--- config.mk ---
export PLATFORM = sky130hd
export DESIGN_NAME = window_generator_fp16
export DESIGN_NICKNAME = d
export VERILOG_FILES = /design/src/rtl/dfdd_pkg.sv /design/src/rtl/window_generator_fp16_line_delay.sv /design/src/rtl/window_generator_fp16.sv
export SDC_FILE = /design/constraint.sdc
export NUM_CORES = 1
export LEC_CHECK = 0
export BUFFER_PORTS_ARGS = -buffer_cell sky130_fd_sc_hd__clkbuf_2
export CAP_MARGIN = 10
export CORE_UTILIZATION = 60
export DETAILED_ROUTE_END_ITERATION = 16
export GPL_ROUTABILITY_DRIVEN = 1
export PLACE_DENSITY = 0.8
export SLEW_MARGIN = 30
export SYNTH_ARGS = -nofsm -noshare
export SYNTH_HDL_FRONTEND = slang
export SYNTH_SLANG_ARGS = --single-unit
--- constraint.sdc ---
create_clock -name clk_i -period 9.4 [get_ports clk_i]
set_input_delay 0 -clock clk_i [delete_from_list [all_inputs] [get_ports clk_i]]
set_output_delay 0 -clock clk_i [all_outputs]
set_load 0.01 [all_outputs]
--- src/rtl/dfdd_pkg.sv ---
// Shared types for the dfdd floating-point convolution pipeline.
package dfdd_pkg;

   localparam int FP16_W = 16;

   typedef logic [FP16_W-1:0] fp16_t;

   localparam fp16_t FP_ZERO = '0;

   typedef enum logic [0:0] {
      STREAM = 1'b0,
      FLUSH  = 1'b1
   } state_t;

endpackage

--- src/rtl/window_generator_fp16_line_delay.sv ---
// Fixed delay of DEPTH enabled beats: a simple dual-port RAM walked by one wrapping pointer.
module line_delay #(
   parameter int DATA_W = 16,
   parameter int DEPTH  = 640
) (
   input  logic              clk_i,
   input  logic              rst_i,
   input  logic              en_i,
   input  logic [DATA_W-1:0] din_i,
   output logic [DATA_W-1:0] dout_o
);

   localparam int AW = (DEPTH > 1) ? $clog2(DEPTH) : 1;

   logic [DATA_W-1:0] mem [DEPTH];
   logic [AW-1:0]     ptr;

   // The slot about to be overwritten holds the beat written DEPTH pushes ago.
   assign dout_o = mem[ptr];

   always_ff @(posedge clk_i) begin
      if (en_i) begin
         mem[ptr] <= din_i;
      end
   end

   always_ff @(posedge clk_i or posedge rst_i) begin
      if (rst_i) begin
         ptr <= '0;
      end else if (en_i) begin
         ptr <= (ptr == AW'(DEPTH - 1)) ? '0 : ptr + 1'b1;
      end
   end

endmodule

--- src/rtl/window_generator_fp16.sv ---
// Sliding-window source: turns a raster fp16 pixel stream into centred, edge-masked
// WINDOW_HEIGHT x WINDOW_WIDTH windows, one per image pixel.
module window_generator_fp16
   import dfdd_pkg::*;
#(
   parameter int EXP_WIDTH     = 5,
   parameter int FRAC_WIDTH    = 10,
   parameter int WINDOW_WIDTH  = 3,
   parameter int WINDOW_HEIGHT = 1,
   parameter int IMAGE_WIDTH   = 640,
   parameter int IMAGE_HEIGHT  = 480,
   parameter int FP_WIDTH_REG  = 1 + EXP_WIDTH + FRAC_WIDTH
) (
   input  logic                    clk_i,
   input  logic                    rst_i,
   input  logic [FP_WIDTH_REG-1:0] data_i,
   input  logic                    valid_i,
   output logic [FP_WIDTH_REG-1:0] window_o [WINDOW_HEIGHT][WINDOW_WIDTH],
   output logic [15:0]             col_o,
   output logic [15:0]             row_o,
   output logic                    valid_o,
   output logic                    busy_o,
   output logic                    overflow_o
);

   localparam int HW = WINDOW_WIDTH / 2;
   localparam int HV = WINDOW_HEIGHT / 2;
   localparam int D  = HV * IMAGE_WIDTH + HW;

   localparam logic [FP_WIDTH_REG-1:0] PIX_ZERO = FP_WIDTH_REG'(FP_ZERO);

   state_t            state;
   logic [15:0]       in_col;
   logic [15:0]       in_row;
   logic [15:0]       ctr_col;
   logic [15:0]       ctr_row;
   logic [31:0]       fill_cnt;
   logic [31:0]       flush_cnt;
   logic              push;
   logic              emit;
   logic              last_beat;
   logic [FP_WIDTH_REG-1:0] push_pix;

   logic [FP_WIDTH_REG-1:0] tap        [WINDOW_HEIGHT];
   logic [FP_WIDTH_REG-1:0] col_sr_p0  [WINDOW_HEIGHT][WINDOW_WIDTH];
   logic [FP_WIDTH_REG-1:0] win_next   [WINDOW_HEIGHT][WINDOW_WIDTH];
   logic [FP_WIDTH_REG-1:0] win_masked [WINDOW_HEIGHT][WINDOW_WIDTH];

   // True when tap (i,j) of the window centred at (c,r) lies inside the image.
   function automatic logic in_image(input logic [15:0] c, input logic [15:0] r,
                                     input int i, input int j);
      logic signed [17:0] pc;
      logic signed [17:0] pr;
      pc = $signed({2'b00, c}) - 18'(HW) + 18'(j);
      pr = $signed({2'b00, r}) - 18'(HV) + 18'(i);
      return (pc >= 18'sd0) && (pc < 18'(IMAGE_WIDTH)) &&
             (pr >= 18'sd0) && (pr < 18'(IMAGE_HEIGHT));
   endfunction

   // FLUSH keeps the pipe moving with phantom zero pixels.
   assign push      = (state == FLUSH) || valid_i;
   assign push_pix  = (state == STREAM) ? data_i : PIX_ZERO;
   assign last_beat = (state == STREAM) && valid_i &&
                      (in_col == 16'(IMAGE_WIDTH - 1)) && (in_row == 16'(IMAGE_HEIGHT - 1));
   assign emit      = push && (fill_cnt == 32'(D));
   assign busy_o    = (state == FLUSH);

   assign tap[WINDOW_HEIGHT-1] = push_pix;

   for (genvar i = 0; i < WINDOW_HEIGHT - 1; i++) begin : g_line
      line_delay #(
         .DATA_W (FP_WIDTH_REG),
         .DEPTH  (IMAGE_WIDTH)
      ) u_line_delay (
         .clk_i  (clk_i),
         .rst_i  (rst_i),
         .en_i   (push),
         .din_i  (tap[i+1]),
         .dout_o (tap[i])
      );
   end

   for (genvar i = 0; i < WINDOW_HEIGHT; i++) begin : g_row
      for (genvar j = 0; j < WINDOW_WIDTH; j++) begin : g_col
         if (j == WINDOW_WIDTH - 1) begin : g_newest
            assign win_next[i][j] = tap[i];
         end else begin : g_shift
            assign win_next[i][j] = col_sr_p0[i][j+1];
         end
      end
   end

   always_comb begin
      for (int i = 0; i < WINDOW_HEIGHT; i++) begin
         for (int j = 0; j < WINDOW_WIDTH; j++) begin
            win_masked[i][j] = in_image(ctr_col, ctr_row, i, j) ? win_next[i][j] : PIX_ZERO;
         end
      end
   end

   // Stage p0: per-row column shift registers
   always_ff @(posedge clk_i) begin
      if (push) begin
         col_sr_p0 <= win_next;
      end
   end

   always_ff @(posedge clk_i or posedge rst_i) begin
      if (rst_i) begin
         state      <= STREAM;
         in_col     <= '0;
         in_row     <= '0;
         fill_cnt   <= '0;
         flush_cnt  <= '0;
         ctr_col    <= '0;
         ctr_row    <= '0;
         overflow_o <= 1'b0;
      end else begin
         if (state == STREAM) begin
            if (valid_i) begin
               if (fill_cnt != 32'(D)) begin
                  fill_cnt <= fill_cnt + 32'd1;
               end
               if (last_beat) begin
                  in_col <= '0;
                  in_row <= '0;
                  if (D != 0) begin
                     state     <= FLUSH;
                     flush_cnt <= '0;
                  end
               end else if (in_col == 16'(IMAGE_WIDTH - 1)) begin
                  in_col <= '0;
                  in_row <= in_row + 16'd1;
               end else begin
                  in_col <= in_col + 16'd1;
               end
            end
         end else begin
            if (valid_i) begin
               overflow_o <= 1'b1;
            end
            // Re-arm the look-ahead fill so the next frame's first D beats stay silent.
            if (flush_cnt == 32'(D - 1)) begin
               state    <= STREAM;
               fill_cnt <= '0;
            end else begin
               flush_cnt <= flush_cnt + 32'd1;
            end
         end

         if (emit) begin
            if (ctr_col == 16'(IMAGE_WIDTH - 1)) begin
               ctr_col <= '0;
               ctr_row <= (ctr_row == 16'(IMAGE_HEIGHT - 1)) ? 16'd0 : ctr_row + 16'd1;
            end else begin
               ctr_col <= ctr_col + 16'd1;
            end
         end
      end
   end

   // Stage p1: registered window, centre position and valid
   always_ff @(posedge clk_i or posedge rst_i) begin
      if (rst_i) begin
         valid_o  <= 1'b0;
         col_o    <= '0;
         row_o    <= '0;
         window_o <= '{default: '0};
      end else begin
         valid_o <= emit;
         if (emit) begin
            window_o <= win_masked;
            col_o    <= ctr_col;
            row_o    <= ctr_row;
         end
      end
   end

endmodule

Yosys cells after proc, flatten, opt, wreduce, memory -nomap -nowiden
Cells that the tools add are included.
{ "totals": {"ff_bits": 243, "input_bits": 19, "output_inout_bits": 83, "elab_cells": 89} }
{ "classes": {"add_sub_neg": 9, "n_lt_le_gt_ge": 8, "n_eq_ne": 8, "muxes": 22, "bitwise": 1, "n_reduce_logical": 25} }
{ "op_table": {"columns": ["operator", "count"], "rows": [
  ["2-to-1 mux 32 bit", 8],
  ["2-to-1 mux 16 bit", 10],
  ["adder 16 x 1 -> 16 bit, second input constant", 4],
  ["adder 32 x 1 -> 32 bit, second input constant", 2],
  [">= comparator 18 x 1 -> 1 bit, second input constant", 2],
  ["< comparator 18 x 11 -> 1 bit, second input constant", 2],
  ["== test 16 x 10 -> 1 bit, second input constant", 2],
  ["== test 16 x 9 -> 1 bit, second input constant", 2],
  ["== test 32 x 1 -> 1 bit, second input constant", 1],
  ["logical NOT 32 bit", 1],
  ["inequality test 32 x 1 -> 1 bit, second input constant", 1],
  ["adder 17 x 2 -> 18 bit, second input constant", 1],
  ["adder 17 x 3 -> 18 bit, second input constant", 1],
  [">= comparator 17 x 1 -> 1 bit, second input constant", 1],
  ["< comparator 17 x 11 -> 1 bit, second input constant", 1],
  ["subtractor 16 x 1 -> 17 bit, second input constant", 1],
  [">= comparator 16 x 1 -> 1 bit, second input constant", 1],
  ["< comparator 16 x 9 -> 1 bit, second input constant", 1],
  ["logical AND 1 bit", 13],
  ["AND reduction 3 bit", 3],
  ["nonzero test 2 bit", 4],
  ["AND reduction 2 bit", 3],
  ["2-to-1 mux 1 bit", 4],
  ["inequality test 2 x 1 -> 1 bit, second input constant", 1],
  ["3 further kinds", 3]
]} }

Depth between registers and ports, before layout
{ "logic_depth": {"depth_word": 7, "mapped_depth": 15, "depth_no_buf": 12} }

Worst setup path before layout
No wires, ideal clock.
{ "synth_path": {"kind": "reg2reg", "startpoint": "register ctr_col[0]", "endpoint": "register window_o[16] (netlist name)", "setup_ns": 0.065, "arrival_time_ns": 3.963, "t_required_ns": 9.335, "setup_slack_ns": 5.372, "path_stages_with_launch": 15, "path_buffers": 4, "period_less_slack_ns": 4.028, "path_cell_list": "dfrtp_1 > clkbuf_1 > clkbuf_1 > inv_1 > ha_1 > or3b_1 > or2_4 > o31a_4 > or2_1 > buf_6 > or4_1 > a221o_1 > a2111oi_4 > buf_6 > a22o_1"} }
{ "synth_between": {"elab_chain_cells": 7, "word_cells_on_any_way": 8, "cone_classes": "2 x add/sub; 2 x order compare; 1 x mux; 3 x reduce/logical"} }
{ "synth_lines": {"columns": ["element", "line", "source"], "rows": [
  ["from (decl)", "window_generator_fp16.sv:35", "logic [15:0] ctr_col;"],
  ["from (signal assigned)", "window_generator_fp16.sv:156", "ctr_col <= ctr_col + 16'd1;"],
  ["subtractor 16 x 1 -> 17 bit *", "window_generator_fp16.sv:54", "pc = $signed({2'b00, c}) - 18'(HW) + 18'(j);"],
  ["adder 17 x 2 -> 18 bit *", "window_generator_fp16.sv:54", null],
  [">= comparator 18 x 1 -> 1 bit / < comparator 18 x 11 -> 1 bit (equally long branches)", "window_generator_fp16.sv:56", "return (pc >= 18'sd0) && (pc < 18'(IMAGE_WIDTH)) &&"],
  ["logical AND 1 bit * (2 in series)", "window_generator_fp16.sv:56", null],
  ["logical AND 1 bit *", "window_generator_fp16.sv:57", "(pr >= 18'sd0) && (pr < 18'(IMAGE_HEIGHT));"],
  ["2-to-1 mux 16 bit *", "window_generator_fp16.sv:96", "win_masked[i][j] = in_image(ctr_col, ctr_row, i, j) ? win_next[i][j] : PIX_ZERO;"],
  ["to (signal assigned)", "window_generator_fp16.sv:172", "window_o <= win_masked;"],
  ["to (decl)", "window_generator_fp16.sv:18", "output logic [FP_WIDTH_REG-1:0] window_o [WINDOW_HEIGHT][WINDOW_WIDTH],"]
]} }
Mark *: on every way between the ends. The rest lies on a longest branch, timed or not.
A chain may end at the register's enable or synchronous reset.

Worst setup path in the final report
Ends and elaborated chain as after synthesis.

==> run metrics <==
largest stage delay on the critical path=720 ps; first-pass GRT wire length=41,690 um; number of fill cells=1,375; Critical Path AT=4980 ps; met2 WL=11,900 um; Cell Count, Final, Fillers Out=1,531; Top delay family on crit path=compound AO/OA/AOI/OAI gates; Synth area leader=dfrtp_1; Worst-path clk slew=60 ps; I/O pin count=102; Tcrit/Tclk final=48.01%; WS Path Type=reg -> reg; Avg WL per Cell=16.23 um; met1 wire length=11,290 um; gr ovfl total=0; sequential fraction of the synthesis area=54.34%; crit path capture type=flop; H-tree depth=1; Final Setup Violations=0; worst hold margin=140.8 ps; # rows=50; met3 wire length=1042 um; max cap viols=0; layout cells sized above 1=12.58%; Placer Congestion=0.9037; DRT iter0 DRCs=572; Pre-antenna DRT Iters=7; CTS resizes=0; cells after synthesis=1,178; Detail Placement HPWL=15,750 um; final hold violations=0; power per standard cell area=156.9 mW/mm^2; setup_tns=0 ps; worst skew pair latency=540 ps; Clock Sink Count=243; status=complete, no violations; Synth cell types=64; yosys warns=0; routed via count=8,853; final net count=1,307; Synth-to-Final Area Change=14.13%; Vert. Die Dim=140.4 um; clock root buffer=clkbuf_16; top post-synthesis cells by area=dfrtp_1 (46%), edfxtp_1 (8.4%), nand2_1 (7.5%), xor2_1 (4.7%), xnor2_1 (3.6%); post-route ant nets=0; # placed instances=1,466; slew at the pin closest to its max-slew limit=989.0 ps; post-CTS setup buffers=0; Die X=140.4 um; IO buf count=101; Core ar.=0.01871 mm^2; FFs w/ async S/R, synth=86.83%; Post-synth EDFFs=32; WP data required=9870 ps; Register Area=0.006241 mm^2; fin util=70.08%; DRC viols=0; RSZ-0062 raised after global routing=false; synthesized cell area=0.01149 mm^2; vias in the first global route=8,512; VDD IR-drop max=0.1217 mV; min cycle time layout=4513 ps; TritonCTS buffer count=25; drt via density=5.782; Max clock buf depth=3; Pwr Total=2.057 mW; initial antenna violation count=1; syn nets=1,208; Die Footprint=0.01970 mm^2; critical path launch point type=flop; max_slew headroom=34.07%; area of the multi-input gates=0.004903 mm^2; Mean Syn Cell Area=9.750 um^2; Clock Skew=16.25 ps; uppermost routed layer=met4; TritonCTS clock tree=built; Initial Util=61.40%; CP max stage cell=a2111oi_4; Leakage Power=6.255 nW; CP max FO=23; Worst Path Buf+Inv=1; critical path, cell by cell=inv_1 -> ha_1 -> or3b_1 -> a211oi_1 -> o221ai_2 -> or2_1 -> or4_1 -> a221o_1 -> a2111oi_4 -> a22o_1; all-layer global routing usage=25.85%; largest net degree at the start of global routing=138; post-synthesis register bit count=243; Main synth FF type=dfrtp_1; Post-Route WL=24,850 um; worst min-delay path category=in -> async; FMAX=221.6 MHz; top-area cell type share of the netlist area=45.97%; Final Max Slew Viols=0
[sequential cells by signal, indices dropped and copies added (netlist names)]
signal      flops
busy_o          1
row_o          16
col_sr_p0      32
in_col         16
in_row         16
ctr_col        16
ctr_row        16
overflow_o      1
flush_cnt      32
col_o          16
fill_cnt       32
valid_o         1
window_o       48
[power breakdown]
group	internal (mW)	total (mW)	switching, mW
Combinational	0.0176	0.0527	0.0351
Clock	0.526	0.936	0.410
Sequential	1.06	1.07	0.00344
[cell families after synthesis]
logic type | count (synthesis) | synth area share, %
simple gates | 579 | 24.34
flops | 243 | 54.34
compound gates | 139 | 8.072
xor+xnor | 108 | 8.235
buf+inv | 91 | 3.181
fa+ha+maj | 11 | 1.198
mux | 7 | 0.6427
[routing by layer]
metal	track usage [%]	up-vias
li1	-	4283
met1	36.46	4304
met2	41.66	218
met3	3.521	48
met4	8.386	0
met5	0	-
[through the flow]
| stage | instance area (um^2) | setup WS [ps] |
|---|---|---|
| after CTS | 13090 | 4966 |
| final | 13110 | 4887 |
| after global routing | 13110 | 4677 |
| after global placement | 12140 | 5098 |
| after detailed placement | 12140 | 4994 |
| after floorplan | 11490 | 3634 |
[final cells by class]
class	instances	area share (%)
Timing Repair Buffer	127	5.717
Multi-Input combinational cell	844	37.41
Sequential cell	243	47.61
Inverter	36	1.126
Tap cell	234	2.233
Clock inverter	10	0.4963
Clock buffer	36	5.393
Antenna cell	1	0.01909
[worst min-delay path: cells and delay by family]
kind	cells	cell delay [ps]
buf+inv	3	1150
[Yosys cell counts, types with 17 or more instances]
| master | instances |
|---|---|
| and3_1 | 24 |
| nand2_1 | 229 |
| nor2_1 | 98 |
| nand3_1 | 66 |
| xor2_1 | 61 |
| inv_1 | 34 |
| clkbuf_1 | 50 |
| nor3_1 | 17 |
| dfrtp_1 | 211 |
| nor4_1 | 24 |
| o21ai_1 | 18 |
| a21oi_1 | 21 |
| edfxtp_1 | 32 |
| nand4_1 | 38 |
| a22o_1 | 19 |
| o21ai_0 | 40 |
| xnor2_1 | 47 |
[timing repair]
| action | CTS | global route |
|---|---|---|
| setup endpoints to repair | 0 | 0 |
| hold buffers | 18 | 0 |
| hold endpoints to repair | 173 | 0 |
[final timing paths]
path / start / end / slack [ps] / cells after the start
worst min-delay path: rst_i / window_o[3]$_DFFE_PP0P_ / 140 / 3
max in group asynchronous: rst_i / fill_cnt[2]$_DFFE_PP0P_ / 8100 / 4
worst max-delay path: ctr_col[0]$_DFFE_PP0P_ / window_o[16]$_DFFE_PP0P_ / 4890 / 10
worst max register to register: ctr_col[0]$_DFFE_PP0P_ / window_o[16]$_DFFE_PP0P_ / 4890 / 10
min in group clk_i: valid_i / overflow_o$_DFFE_PP0P_ / 270 / 3
worst min register to register: window_o[38]$_DFFE_PP0P_ / window_o[38]$_DFFE_PP0P_ / 460 / 2
[cells in the final DEF, fill, tap and decap left out, types with 6 or more instances in the layout]
cell type      instances
or4_1                  7
and4_1                11
nand4_1               38
nand2_1              229
o211ai_1               8
a21oi_1               21
edfxtp_1              32
clkbuf_1               7
ha_1                  11
a22o_1                19
and2_1                13
nor2b_1                6
nor2_1                98
dlygate4sd3_1         18
inv_1                 33
nand3_1               66
clkbuf_16             25
o21ai_1               18
clkbuf_2             101
dfrtp_1              211
xor2_1                61
and3_1                24
o21ai_0               40
nor3_1                16
xnor2_1               47
nor4_1                23
or3_1                 15
buf_4                  7
Note: power is estimated with default switching activity, not from simulation.
